## src/rtl/pipe_wb_reg_if.sv

```systemverilog
// rtl/pipe_wb_reg_if.sv - write-back group bus: incoming instruction group and registered outputs
interface pipe_wb_reg_if #(
    parameter int DATA_W = 32,
    parameter int ADDR_W = 5,
    parameter int NCH    = 2
);
    logic                     in_valid;
    logic [NCH*ADDR_W-1:0]    in_wd;
    logic [NCH-1:0]           in_wreg;
    logic [NCH*DATA_W-1:0]    in_wdata;
    logic [DATA_W-1:0]        in_hi;
    logic [DATA_W-1:0]        in_lo;
    logic                     in_whilo;

    logic                     out_valid;
    logic [NCH*ADDR_W-1:0]    out_wd;
    logic [NCH-1:0]           out_wreg;
    logic [NCH*DATA_W-1:0]    out_wdata;
    logic [DATA_W-1:0]        out_hi;
    logic [DATA_W-1:0]        out_lo;
    logic                     out_whilo;

    modport master (
        output in_valid, in_wd, in_wreg, in_wdata, in_hi, in_lo, in_whilo,
        input  out_valid, out_wd, out_wreg, out_wdata, out_hi, out_lo, out_whilo
    );

    modport slave (
        input  in_valid, in_wd, in_wreg, in_wdata, in_hi, in_lo, in_whilo,
        output out_valid, out_wd, out_wreg, out_wdata, out_hi, out_lo, out_whilo
    );
endinterface

```

## src/rtl/pipe_wb_reg.sv

```systemverilog
// rtl/pipe_wb_reg.sv - write-back pipeline register with flush/bubble/hold; optional PIPE_WB_PERF_CNT_EN counters
module pipe_wb_reg #(
    parameter int DATA_W  = 32,
    parameter int ADDR_W  = 5,
    parameter int NCH     = 2,
    parameter int STALL_W = 6,
    parameter int STAGE   = 4
) (
    input  logic               clk,
    input  logic               rst,
    input  logic [STALL_W-1:0] stall,
    input  logic               flush,
    pipe_wb_reg_if.slave       wb
`ifdef PIPE_WB_PERF_CNT_EN
    ,
    output logic [31:0]        perf_bubble,
    output logic [31:0]        perf_hold,
    output logic [31:0]        perf_flush
`endif
);

    typedef enum logic [2:0] {
        ACT_RESET,
        ACT_FLUSH,
        ACT_BUBBLE,
        ACT_CAPTURE,
        ACT_HOLD
    } action_e;

    action_e act;

    // Zero-extended so the last stage reads a nonexistent downstream stall as 0.
    logic [STALL_W:0] stall_ext;
    logic             unused_stall;

    assign stall_ext    = {1'b0, stall};
    assign unused_stall = ^stall_ext;

    logic                  valid_q, valid_d;
    logic [NCH*ADDR_W-1:0] wd_q, wd_d;
    logic [NCH-1:0]        wreg_q, wreg_d;
    logic [NCH*DATA_W-1:0] wdata_q, wdata_d;
    logic [DATA_W-1:0]     hi_q, hi_d;
    logic [DATA_W-1:0]     lo_q, lo_d;
    logic                  whilo_q, whilo_d;
    logic [NCH-1:0]        wreg_cap;

    always_comb begin
        act = ACT_HOLD;
        if (rst)
            act = ACT_RESET;
        else if (flush)
            act = ACT_FLUSH;
        else if (stall_ext[STAGE] && !stall_ext[STAGE+1])
            act = ACT_BUBBLE;
        else if (!stall_ext[STAGE])
            act = ACT_CAPTURE;
    end

    // A channel loses its write if it targets r0 or a later channel writes the same register.
    always_comb begin
        wreg_cap = '0;
        for (int i = 0; i < NCH; i++) begin
            wreg_cap[i] = wb.in_wreg[i] && (wb.in_wd[i*ADDR_W +: ADDR_W] != '0);
            for (int j = 0; j < NCH; j++) begin
                if (j > i && wb.in_wreg[j] &&
                    wb.in_wd[j*ADDR_W +: ADDR_W] == wb.in_wd[i*ADDR_W +: ADDR_W])
                    wreg_cap[i] = 1'b0;
            end
        end
    end

    always_comb begin
        valid_d = valid_q;
        wd_d    = wd_q;
        wreg_d  = wreg_q;
        wdata_d = wdata_q;
        hi_d    = hi_q;
        lo_d    = lo_q;
        whilo_d = whilo_q;
        case (act)
            ACT_CAPTURE: begin
                if (wb.in_valid) begin
                    valid_d = 1'b1;
                    wd_d    = wb.in_wd;
                    wreg_d  = wreg_cap;
                    wdata_d = wb.in_wdata;
                    hi_d    = wb.in_hi;
                    lo_d    = wb.in_lo;
                    whilo_d = wb.in_whilo;
                end else begin
                    valid_d = 1'b0;
                    wd_d    = '0;
                    wreg_d  = '0;
                    wdata_d = '0;
                    hi_d    = '0;
                    lo_d    = '0;
                    whilo_d = 1'b0;
                end
            end
            ACT_HOLD: ;
            default: begin
                valid_d = 1'b0;
                wd_d    = '0;
                wreg_d  = '0;
                wdata_d = '0;
                hi_d    = '0;
                lo_d    = '0;
                whilo_d = 1'b0;
            end
        endcase
    end

    always_ff @(posedge clk) begin
        if (rst) begin
            valid_q <= 1'b0;
            wd_q    <= '0;
            wreg_q  <= '0;
            wdata_q <= '0;
            hi_q    <= '0;
            lo_q    <= '0;
            whilo_q <= 1'b0;
        end else begin
            valid_q <= valid_d;
            wd_q    <= wd_d;
            wreg_q  <= wreg_d;
            wdata_q <= wdata_d;
            hi_q    <= hi_d;
            lo_q    <= lo_d;
            whilo_q <= whilo_d;
        end
    end

    assign wb.out_valid = valid_q;
    assign wb.out_wd    = wd_q;
    assign wb.out_wreg  = wreg_q;
    assign wb.out_wdata = wdata_q;
    assign wb.out_hi    = hi_q;
    assign wb.out_lo    = lo_q;
    assign wb.out_whilo = whilo_q;

`ifdef PIPE_WB_PERF_CNT_EN
    logic [31:0] perf_bubble_q, perf_hold_q, perf_flush_q;

    always_ff @(posedge clk) begin
        if (rst) begin
            perf_bubble_q <= '0;
            perf_hold_q   <= '0;
            perf_flush_q  <= '0;
        end else begin
            if (act == ACT_BUBBLE) perf_bubble_q <= perf_bubble_q + 32'd1;
            if (act == ACT_HOLD)   perf_hold_q   <= perf_hold_q + 32'd1;
            if (act == ACT_FLUSH)  perf_flush_q  <= perf_flush_q + 32'd1;
        end
    end

    assign perf_bubble = perf_bubble_q;
    assign perf_hold   = perf_hold_q;
    assign perf_flush  = perf_flush_q;
`endif

endmodule

```

## src/flat_wrapper.sv

```systemverilog
// flat-port wrapper written by rule: the top's interface ports become plain ports
module pipe_wb_reg_flat 
#(
    parameter int DATA_W  = 32,
    parameter int ADDR_W  = 5,
    parameter int NCH     = 2,
    parameter int STALL_W = 6,
    parameter int STAGE   = 4
)
  (clk, rst, stall, flush, wb_in_valid, wb_in_wd, wb_in_wreg, wb_in_wdata, wb_in_hi, wb_in_lo, wb_in_whilo, wb_out_valid, wb_out_wd, wb_out_wreg, wb_out_wdata, wb_out_hi, wb_out_lo, wb_out_whilo);
  pipe_wb_reg_if #(.DATA_W(DATA_W), .ADDR_W(ADDR_W), .NCH(NCH)) wb_i ();
  input  logic clk;
  input  logic rst;
  input  logic [STALL_W-1:0] stall;
  input  logic flush;
  input wire logic [$bits(wb_i.in_valid)-1:0] wb_in_valid;
  input wire logic [$bits(wb_i.in_wd)-1:0] wb_in_wd;
  input wire logic [$bits(wb_i.in_wreg)-1:0] wb_in_wreg;
  input wire logic [$bits(wb_i.in_wdata)-1:0] wb_in_wdata;
  input wire logic [$bits(wb_i.in_hi)-1:0] wb_in_hi;
  input wire logic [$bits(wb_i.in_lo)-1:0] wb_in_lo;
  input wire logic [$bits(wb_i.in_whilo)-1:0] wb_in_whilo;
  output wire logic [$bits(wb_i.out_valid)-1:0] wb_out_valid;
  output wire logic [$bits(wb_i.out_wd)-1:0] wb_out_wd;
  output wire logic [$bits(wb_i.out_wreg)-1:0] wb_out_wreg;
  output wire logic [$bits(wb_i.out_wdata)-1:0] wb_out_wdata;
  output wire logic [$bits(wb_i.out_hi)-1:0] wb_out_hi;
  output wire logic [$bits(wb_i.out_lo)-1:0] wb_out_lo;
  output wire logic [$bits(wb_i.out_whilo)-1:0] wb_out_whilo;
  assign wb_i.in_valid = wb_in_valid;
  assign wb_i.in_wd = wb_in_wd;
  assign wb_i.in_wreg = wb_in_wreg;
  assign wb_i.in_wdata = wb_in_wdata;
  assign wb_i.in_hi = wb_in_hi;
  assign wb_i.in_lo = wb_in_lo;
  assign wb_i.in_whilo = wb_in_whilo;
  assign wb_out_valid = wb_i.out_valid;
  assign wb_out_wd = wb_i.out_wd;
  assign wb_out_wreg = wb_i.out_wreg;
  assign wb_out_wdata = wb_i.out_wdata;
  assign wb_out_hi = wb_i.out_hi;
  assign wb_out_lo = wb_i.out_lo;
  assign wb_out_whilo = wb_i.out_whilo;
  pipe_wb_reg #(.DATA_W(DATA_W), .ADDR_W(ADDR_W), .NCH(NCH), .STALL_W(STALL_W), .STAGE(STAGE)) u_core (.clk(clk), .rst(rst), .stall(stall), .flush(flush), .wb(wb_i));
endmodule
```

## config.mk

```make
export PLATFORM = sky130hd
export DESIGN_NAME = pipe_wb_reg_flat
export DESIGN_NICKNAME = d
export VERILOG_FILES = /design/src/rtl/pipe_wb_reg_if.sv /design/src/rtl/pipe_wb_reg.sv /design/src/flat_wrapper.sv
export SDC_FILE = /design/constraint.sdc
export NUM_CORES = 1
export LEC_CHECK = 0
export CAP_MARGIN = 0
export CORE_AREA = 2 2 114 116
export CTS_CLUSTER_DIAMETER = 150
export CTS_CLUSTER_SIZE = 8
export DETAILED_ROUTE_END_ITERATION = 8
export DIE_AREA = 0 0 116 118
export PLACE_DENSITY = 0.9
export SYNTH_ARGS = -nofsm -noshare
export SYNTH_HDL_FRONTEND = slang
export SYNTH_SLANG_ARGS = --single-unit
```

## constraint.sdc

```tcl
create_clock -name clk -period 3.2 [get_ports clk]
set_input_delay 0.96 -clock clk [delete_from_list [all_inputs] [get_ports clk]]
set_output_delay 0.96 -clock clk [all_outputs]
set_load 0.03 [all_outputs]
```

# Yosys cells after proc, flatten, opt, wreduce, memory -nomap -nowiden

Index checks and enable logic that the tools add are counted.

Multiplexer cells: 19
Eq/ne operators: 3
Reductions and logical operators: 7

Operators by type and width:

| operator           | number |
|---|---|
| $pmux 32 s2        | 2 |
| $pmux 64 s2        | 1 |
| $mux 32            | 2 |
| $mux 64            | 1 |
| $pmux 10 s2        | 1 |
| $mux 3             | 4 |
| $mux 10            | 1 |
| $reduce_bool 5->1  | 2 |
| $eq 5x5->1         | 1 |
| $logic_and 1x1->1  | 4 |
| $pmux 1 s2         | 2 |
| $pmux 2 s2         | 1 |
| $eq 3x2->1 const B | 1 |
| $eq 3x3->1 const B | 1 |
| $mux 1             | 3 |
| $mux 2             | 1 |
| $logic_not 1->1    | 1 |

Output and inout bits: 142
Bits in registers: 142
Input port bits: 151
Word-level logic and storage cells: 36

# Logic depth before layout (Yosys ltp)

Gate-level depths: netlist of the first run.

Depth in word-level cells: 7
Mapped depth: 6
Depth with buffers taken out: 3

# Worst setup path before layout of the first run

Ideal clock, no wire load.

Kind: in2reg
Start: input flush
End: register u_core.wreg_q[0], in the netlist u_core.wb.out_wreg[0]
Data required time: 3.121 ns
Data arrival time: 1.872 ns
Setup slack: 1.248 ns
Cell stages on the path: 6
Path through: nor4bb_1 > buf_2 > buf_4 > buf_4 > nand2_1 > a22oi_1

Cells in the longest elaborated chain, start to end: 4

RTL lines:

| item                                     | line               | source |
|---|---|---|
| start, declared                          | flat_wrapper.sv:15 | `input logic flush;` |
| $mux 3 (*)                               | pipe_wb_reg.sv:52  | `else if (flush)` |
| $mux 3 (*)                               | pipe_wb_reg.sv:50  | `if (rst)` |
| $eq 3x3->1 or $eq 3x2->1 (tied branches) | pipe_wb_reg.sv:81  | `case (act)` |
| $pmux 2 s2                               | pipe_wb_reg.sv:81  |  |
| end signal, assigned                     | pipe_wb_reg.sv:126 | `wreg_q <= wreg_d;` |
| end, declared                            | pipe_wb_reg.sv:41  | `logic [NCH-1:0] wreg_q, wreg_d;` |

Mark *: on every way between the ends. The rest lies on a longest branch, timed or not.
A chain may end at the register's enable or synchronous reset.

# Worst setup path after layout of the first run

Start: register u_core.wreg_q[0], in the netlist u_core.wb.out_wreg[0]
End: output wb_out_wreg[0]

RTL lines:

| item          | line               | source |
|---|---|---|
| end, declared | flat_wrapper.sv:25 | `output wire logic [$bits(wb_i.out_wreg)-1:0] wb_out_wreg;` |

No word-level cell between the ends.

==> impl_metrics.tcl, run 1 <==
set metrics [dict create \
    cp_slowest_cell "clkdlybuf4s50_1" \
    worst-path-stages 1 \
    cts-htree-levels 4 \
    regToRegEndpoint "u_core.wb.out_wreg[0]" \
    num_rows 41 \
    synth.yosys.seq_area_share_pct 65.2 \
    grt_start_max_net_pins 103 \
    largest_family_of_logic_cells_by_synthesized_area "compound AO/OA/AOI/OAI gates" \
    p_per_area_mw_per_mm2 541 \
    ys_types 20 \
    synth_largest_type_area_fraction_pct 65.2 \
    hold_path_class "flip-flop to flip-flop" \
    avgSynthCellArea_sq_um 13.2 \
    io_pins 293 \
    clk_path_buf_depth 2 \
    setup.worst_path.start "u_core.wb.out_wreg[0]" \
    place_congestion 0.789 \
    initial_antenna_violation_count 0 \
    antenna_cells 0 \
    fillCellCount 910 \
    yosys-top-cells-area "dfxtp_1 65%, a22o_1 28%, buf_2 1.8%, clkbuf_1 1.1%, xnor2_1 0.60%" \
    layout_worst_path_cycle_share_pct 77.2 \
    dpl.cell_count 766 \
    critical_path.max_fanout 3 \
    antenna_violating_nets_post_route 0 \
    global_route.usage.total_pct 19.9 \
    status "complete, no violations" \
    final_nets 764 \
    worst_pin_slew_ns 0.499 \
    worstSkewPairLatency_ns 0.41 \
    cpPeakStageDelay_ns 0.74 \
    synth_area_leader_cell "dfxtp_1" \
    remaining_drc_errors 0 \
    via_count_of_the_first_global_routing_pass 4088 \
    rsz_0062_raised_after_global_routing "no" \
    share_of_synthesized_cell_area_in_full_adder_half_adder_and_majority_cells_pct 0 \
    synth-simple-area-share_pct 1.52 \
    fin_cells 797 \
    worstRegToRegCells 2 \
    vdd.ir_drop.worst_v 0.000311 \
    postSynthCellCount 331 \
    worstPathCellList "clkdlybuf4s50_1" \
    global_route.peak_usage_layer "met2" \
    static-leakage-power_nw 3.07 \
    synth_xor_area_share_pct 1.00 \
    worst_setup_hold_path_clk_slew_ns 0.06 \
    setup-violations-final 0 \
    dp.final_hpwl_microns 10100 \
    grt_remaining_overflow 0 \
    detailedRoute.firstPassIterationCount 4 \
    compound_gate_fraction_of_synth_area_pct 28.9 \
    share_of_cell_area_taken_by_muxes_after_synthesis_pct 0 \
    clock-root-buffer "clkbuf_16" \
    final_critical_path_time_including_i_o_delays_and_setup_ns 2.47 \
    worst_slew_margin_rel_pct 66.7 \
    crit_path_start_kind "flip-flop" \
    max_clock_freq_ghz 0.405 \
    rr_startpoint "u_core.wb.out_wreg[0]" \
    count_of_final_hold_check_violations 0 \
    mappedNetlistArea_sq_mm 0.00436 \
    required_time_of_the_critical_path_ns 2.24 \
    timing.critical_path.to_type "output port" \
    worst-endpoint-arrival_ns 1.51 \
    grt_first_pass_wirelength_microns 21100 \
    wl_microns 14000 \
    tritoncts.num_buffers 17 \
    routed_wire_length_per_instance_microns 17.6 \
    clock_sinks 142 \
    skew_ns 0 \
    grt.met2_usage_pct 33.7 \
    path_delay_family "buffers and inverters" \
    floorplan.die.width_microns 116 \
    synth-seq-cells 142 \
    timing.critical_path.to "wb_out_wreg[0]" \
    drive_above_1_share_pct 6.24 \
    numPortBuffers 288 \
    detailroute.via_count 3953 \
    critical_path_buf_inv_count 1 \
    use_met3_pct 8.60 \
    grtUsageMet1_pct 21.7 \
    hold_depth 1 \
    syn_nets 482 \
    tns_ns 0 \
    maxCapViolations 0 \
    via_per_inst 4.96 \
    start_util_pct 35.1 \
    cts_tree "done" \
    die_height_microns 118 \
    post_cts_resized 0 \
    cts-hold-fix-buffers 0 \
    post-cts-setup-buffers 0 \
    drt_iter0_drc 221 \
    crit_type "flip-flop to output port" \
    timing.reg2reg.setup_slack_ns 2.43 \
    area_growth_syn_to_layout_pct 84.8 \
    yosys_warnings 0 \
    slew_violations 0 \
    core_sq_mm 0.0124 \
    die-area_sq_mm 0.0137 \
]
-- kinds of logic after synthesis --
group / after synthesis
buffers and inverters: 32
AND/OR/NAND/NOR: 8
AO/OA/AOI/OAI: 144
XOR/XNOR: 5
flip-flops: 142
-- cells in the final DEF, fill, tap and decap left out, types with 2 or more instances in the layout --
cell             instances
bufinv_16                5
clkinvlp_4               2
clkdlybuf4s50_1        288
clkbuf_16               17
dfxtp_1                142
xor2_1                   2
clkinv_2                 3
buf_12                   3
xnor2_1                  3
nand2_1                  2
a22o_1                 139
buf_4                    3
clkbuf_8                 2
-- stage by stage --
stage / utilization [%] / hold WS [ns] / area (sq um) / setup slack (ns) / total power [mW]
2_1_floorplan: - / 0.608 / 4360 / 1.25 / 1.98
5_1_grt: 64.9 / 0.476 / 8060 / 0.654 / 4.50
3_5_place_dp: 59.7 / 0.458 / 7410 / 0.503 / 2.26
3_3_place_gp: 59.7 / 0.460 / 7410 / 0.561 / 2.25
6_report: 64.9 / 0.468 / 8060 / 0.730 / 4.36
4_1_cts: 64.9 / 0.471 / 8060 / 0.684 / 4.41
-- layer usage --
metal / up-vias / part of all wire (%)
met1: 1868 / 39
met5: - / 0
met2: 210 / 50
li1: 1851 / -
met4: 0 / 1.6
met3: 24 / 10
-- where the power goes --
group          internal [mW]  total (mW)  switching (mW)
logic                  0.241       0.398           0.157
clock network           1.42        2.14           0.725
registers               1.80        1.82          0.0183
total                   3.46        4.36           0.900
-- how the worst min path moves through the flow --
stage,startpoint,to,slack [ns]
after floorplan,u_core.wb.out_wreg[0],u_core.wb.out_wreg[0],0.61
after global placement,u_core.wb.out_lo[1],u_core.wb.out_lo[1],0.46
after detailed placement,u_core.wb.out_wreg[1],u_core.wb.out_wreg[1],0.46
after CTS,u_core.wb.out_wreg[1],u_core.wb.out_wreg[1],0.47
after global routing,u_core.wb.out_wreg[1],u_core.wb.out_wreg[1],0.48
final,u_core.wb.out_wreg[1],u_core.wb.out_wreg[1],0.47
-- cells in the mapped netlist --
cell type	n
a22o_1	139
nor4bb_1	1
nor2_1	1
or4_1	1
inv_1	1
xnor2_1	3
nand2_1	2
buf_2	16
nor4b_4	1
a32o_1	1
xor2_1	2
and4_1	1
buf_4	2
a31o_2	1
clkbuf_1	13
nor3_1	1
a22oi_1	1
dfxtp_1	142
o211ai_1	1
a211oi_1	1
-- final cells by class --
class                           count  area, sq um  share of cell area (%)
Tap cell                          172          215                    2.67
Multi-Input combinational cell    157         1380                    17.2
Timing Repair Buffer              294         2970                    36.8
Clock inverter                     11          189                    2.35
Sequential cell                   142         2840                    35.3
Inverter                            1         3.75                  0.0466
Clock buffer                       20          457                    5.67
-- sequential cells by signal, indices dropped and copies added, names as in the netlist --
name and cells:
u_core.wb.out_wdata 64, u_core.wb.out_hi 32, u_core.wb.out_lo 32, u_core.wb.out_wd 10, u_core.wb.out_wreg 2, u_core.wb.out_valid 1, u_core.wb.out_whilo 1
Power figures use the tool's default switching activity.
==> run 2, diff against run 1 <==
--- a/config.mk
+++ b/config.mk
@@ -6,11 +6,11 @@
 export NUM_CORES = 1
 export LEC_CHECK = 0
 export CAP_MARGIN = 0
-export CORE_AREA = 2 2 114 116
+export CORE_MARGIN = 1.5
+export CORE_UTILIZATION = 35
 export CTS_CLUSTER_DIAMETER = 150
 export CTS_CLUSTER_SIZE = 8
 export DETAILED_ROUTE_END_ITERATION = 8
-export DIE_AREA = 0 0 116 118
 export PLACE_DENSITY = 0.9
 export SYNTH_ARGS = -nofsm -noshare
 export SYNTH_HDL_FRONTEND = slang
==> constraint.sdc (replaced) <==
create_clock -name clk -period 2.4 [get_ports clk]
set_input_delay 0.72 -clock clk [delete_from_list [all_inputs] [get_ports clk]]
set_output_delay 0.72 -clock clk [all_outputs]
set_load 0.03 [all_outputs]
==> impl_metrics.tcl, run 2 (synthesized netlist as in run 1, its figures left out) <==
set metrics [dict create \
    numPortBuffers 288 \
    post-cts-setup-buffers 0 \
    timing.final.ws_setup_ns 0.199 \
    worst-endpoint-arrival_ns 1.48 \
    clock-root-buffer "clkbuf_16" \
    post_cts_resized 0 \
    die-area_sq_mm 0.0131 \
    final_nets 778 \
    fillCellCount 860 \
    remaining_drc_errors 0 \
    die_height_microns 115 \
    maxCapViolations 0 \
    cts-hold-fix-buffers 0 \
    place_congestion 0.726 \
    clk_path_buf_depth 2 \
    layout_worst_path_cycle_share_pct 91.7 \
    count_of_final_hold_check_violations 0 \
    cpPeakStageDelay_ns 0.72 \
    worst_pin_slew_ns 0.364 \
    worst_setup_hold_path_clk_slew_ns 0.06 \
    grt_start_max_net_pins 52 \
    setup-violations-final 0 \
    via_per_inst 4.97 \
    path_delay_family "buffers and inverters" \
    tritoncts.num_buffers 17 \
    drt_iter0_drc 142 \
    cts-htree-levels 4 \
    grt_first_pass_wirelength_microns 21400 \
    worst_slew_margin_rel_pct 75.6 \
    io_pins 293 \
    worstHoldStart "u_core.wb.out_wreg[1]" \
    floorplan.die.width_microns 115 \
    slew_violations 0 \
    timing.critical_path.to_type "output port" \
    core_sq_mm 0.0121 \
    initial_antenna_violation_count 0 \
    via_count_of_the_first_global_routing_pass 4220 \
    detailroute.via_count 4011 \
    most_frequent_cells_in_the_layout "288 x clkdlybuf4s50_1, 142 x dfxtp_1, 139 x a22o_1" \
    clock_sinks 142 \
    placement.setup.worst_slack_ns 0.0687 \
    area_growth_syn_to_layout_pct 86.6 \
    critical_path.max_fanout 2 \
    detailedRoute.firstPassIterationCount 4 \
    required_time_of_the_critical_path_ns 1.68 \
    cp_slowest_cell "clkdlybuf4s50_1" \
    max_clock_freq_ghz 0.454 \
    cts_tree "done" \
    layout.cell_area.non_filler_sq_mm 0.00813 \
    worstSkewPairLatency_ns 0.40 \
    wl_microns 14500 \
    vdd.ir_drop.worst_v 0.000454 \
    antenna_violating_nets_post_route 0 \
    worstPathCellList "clkdlybuf4s50_1" \
    antenna_cells 0 \
    status "complete, no violations" \
    global_route.usage.total_pct 21.4 \
    tns_ns 0 \
    skew_ns 0 \
    dp.final_hpwl_microns 10900 \
    mostFrequentLayoutCell "clkdlybuf4s50_1" \
    routed_wire_length_per_instance_microns 17.9 \
    static-leakage-power_nw 3.13 \
    setup.worst_path.start "u_core.wb.out_wdata[41]" \
    crit_type "flip-flop to output port" \
    rr_startpoint "u_core.wb.out_wreg[0]" \
    rsz_0062_raised_after_global_routing "no" \
    timing.reg2reg.setup_slack_ns 1.66 \
    critical_path_buf_inv_count 1 \
    number_of_flip_flops_under_the_largest_register_name 64 \
    crit_path_start_kind "flip-flop" \
    num_rows 40 \
    grt_remaining_overflow 0 \
    final_critical_path_time_including_i_o_delays_and_setup_ns 2.20 \
    hold_path_class "flip-flop to flip-flop" \
    place_area_sq_mm 0.00755 \
    p_per_area_mw_per_mm2 681 \
    start_util_pct 36.1 \
    drive_above_1_share_pct 8.14 \
]
## run 2: changes by cell type in the layout (fill, tap and decap cells not counted)
cell	change
clkinv_4	+2
clkbuf_8	+1
buf_4	+11
clkinv_2	-1
clkbuf_1	+1
buf_12	+3
bufinv_16	-3
## run 2: report_power, final
group	leakage [nW]	internal (mW)	switching, mW
clock	0.282	1.61	0.957
sequential	1.15	2.40	0.0254
combinational	1.70	0.333	0.212
## run 2: worst paths after layout
check / to / depth (start not counted)
worst max-delay path: wb_out_wdata[41] / 1
worst min register to register: u_core.wb.out_wreg[1] / 1
worst max register to register: u_core.wb.out_wreg[0] / 2
worst min-delay path: u_core.wb.out_wreg[1] / 1
## run 2: area by class of cell
class / instances / area (sq um) / share of cell area, %
Clock buffer: 22 / 474 / 5.83
Clock inverter: 9 / 111 / 1.37
Inverter: 1 / 3.75 / 0.0461
Multi-Input combinational cell: 157 / 1380 / 17.0
Sequential cell: 142 / 2840 / 34.9
Tap cell: 168 / 210 / 2.58
Timing Repair Buffer: 308 / 3110 / 38.2
## run 2: layer usage
layer / wire (microns) / up-vias / track usage, %
li1: - / 1874 / -
met1: 5110 / 1923 / 21.2
met5: 0 / - / 0
met4: 293 / 0 / 8.50
met2: 7680 / 190 / 39.8
met3: 1370 / 24 / 8.36
## run 2: metrics by stage
step	cells	power, mW	util [%]	hold slack, ns
2_1_floorplan	331	2.64	-	0.608
3_3_place_gp	776	3.01	62.6	0.449
3_5_place_dp	776	3.02	62.6	0.462
4_1_cts	807	5.60	67.4	0.475
5_1_grt	807	5.74	67.4	0.494
6_report	807	5.54	67.4	0.471
==> run 3, diff against run 2 <==
--- a/config.mk
+++ b/config.mk
@@ -5,6 +5,7 @@
 export SDC_FILE = /design/constraint.sdc
 export NUM_CORES = 1
 export LEC_CHECK = 0
+export ABC_CLOCK_PERIOD_IN_PS = 2400
 export CAP_MARGIN = 0
 export CORE_MARGIN = 1.5
 export CORE_UTILIZATION = 35
==> results of run 3 <==
Same layout as run 2: the final DEF is identical, and so are final timing and power.
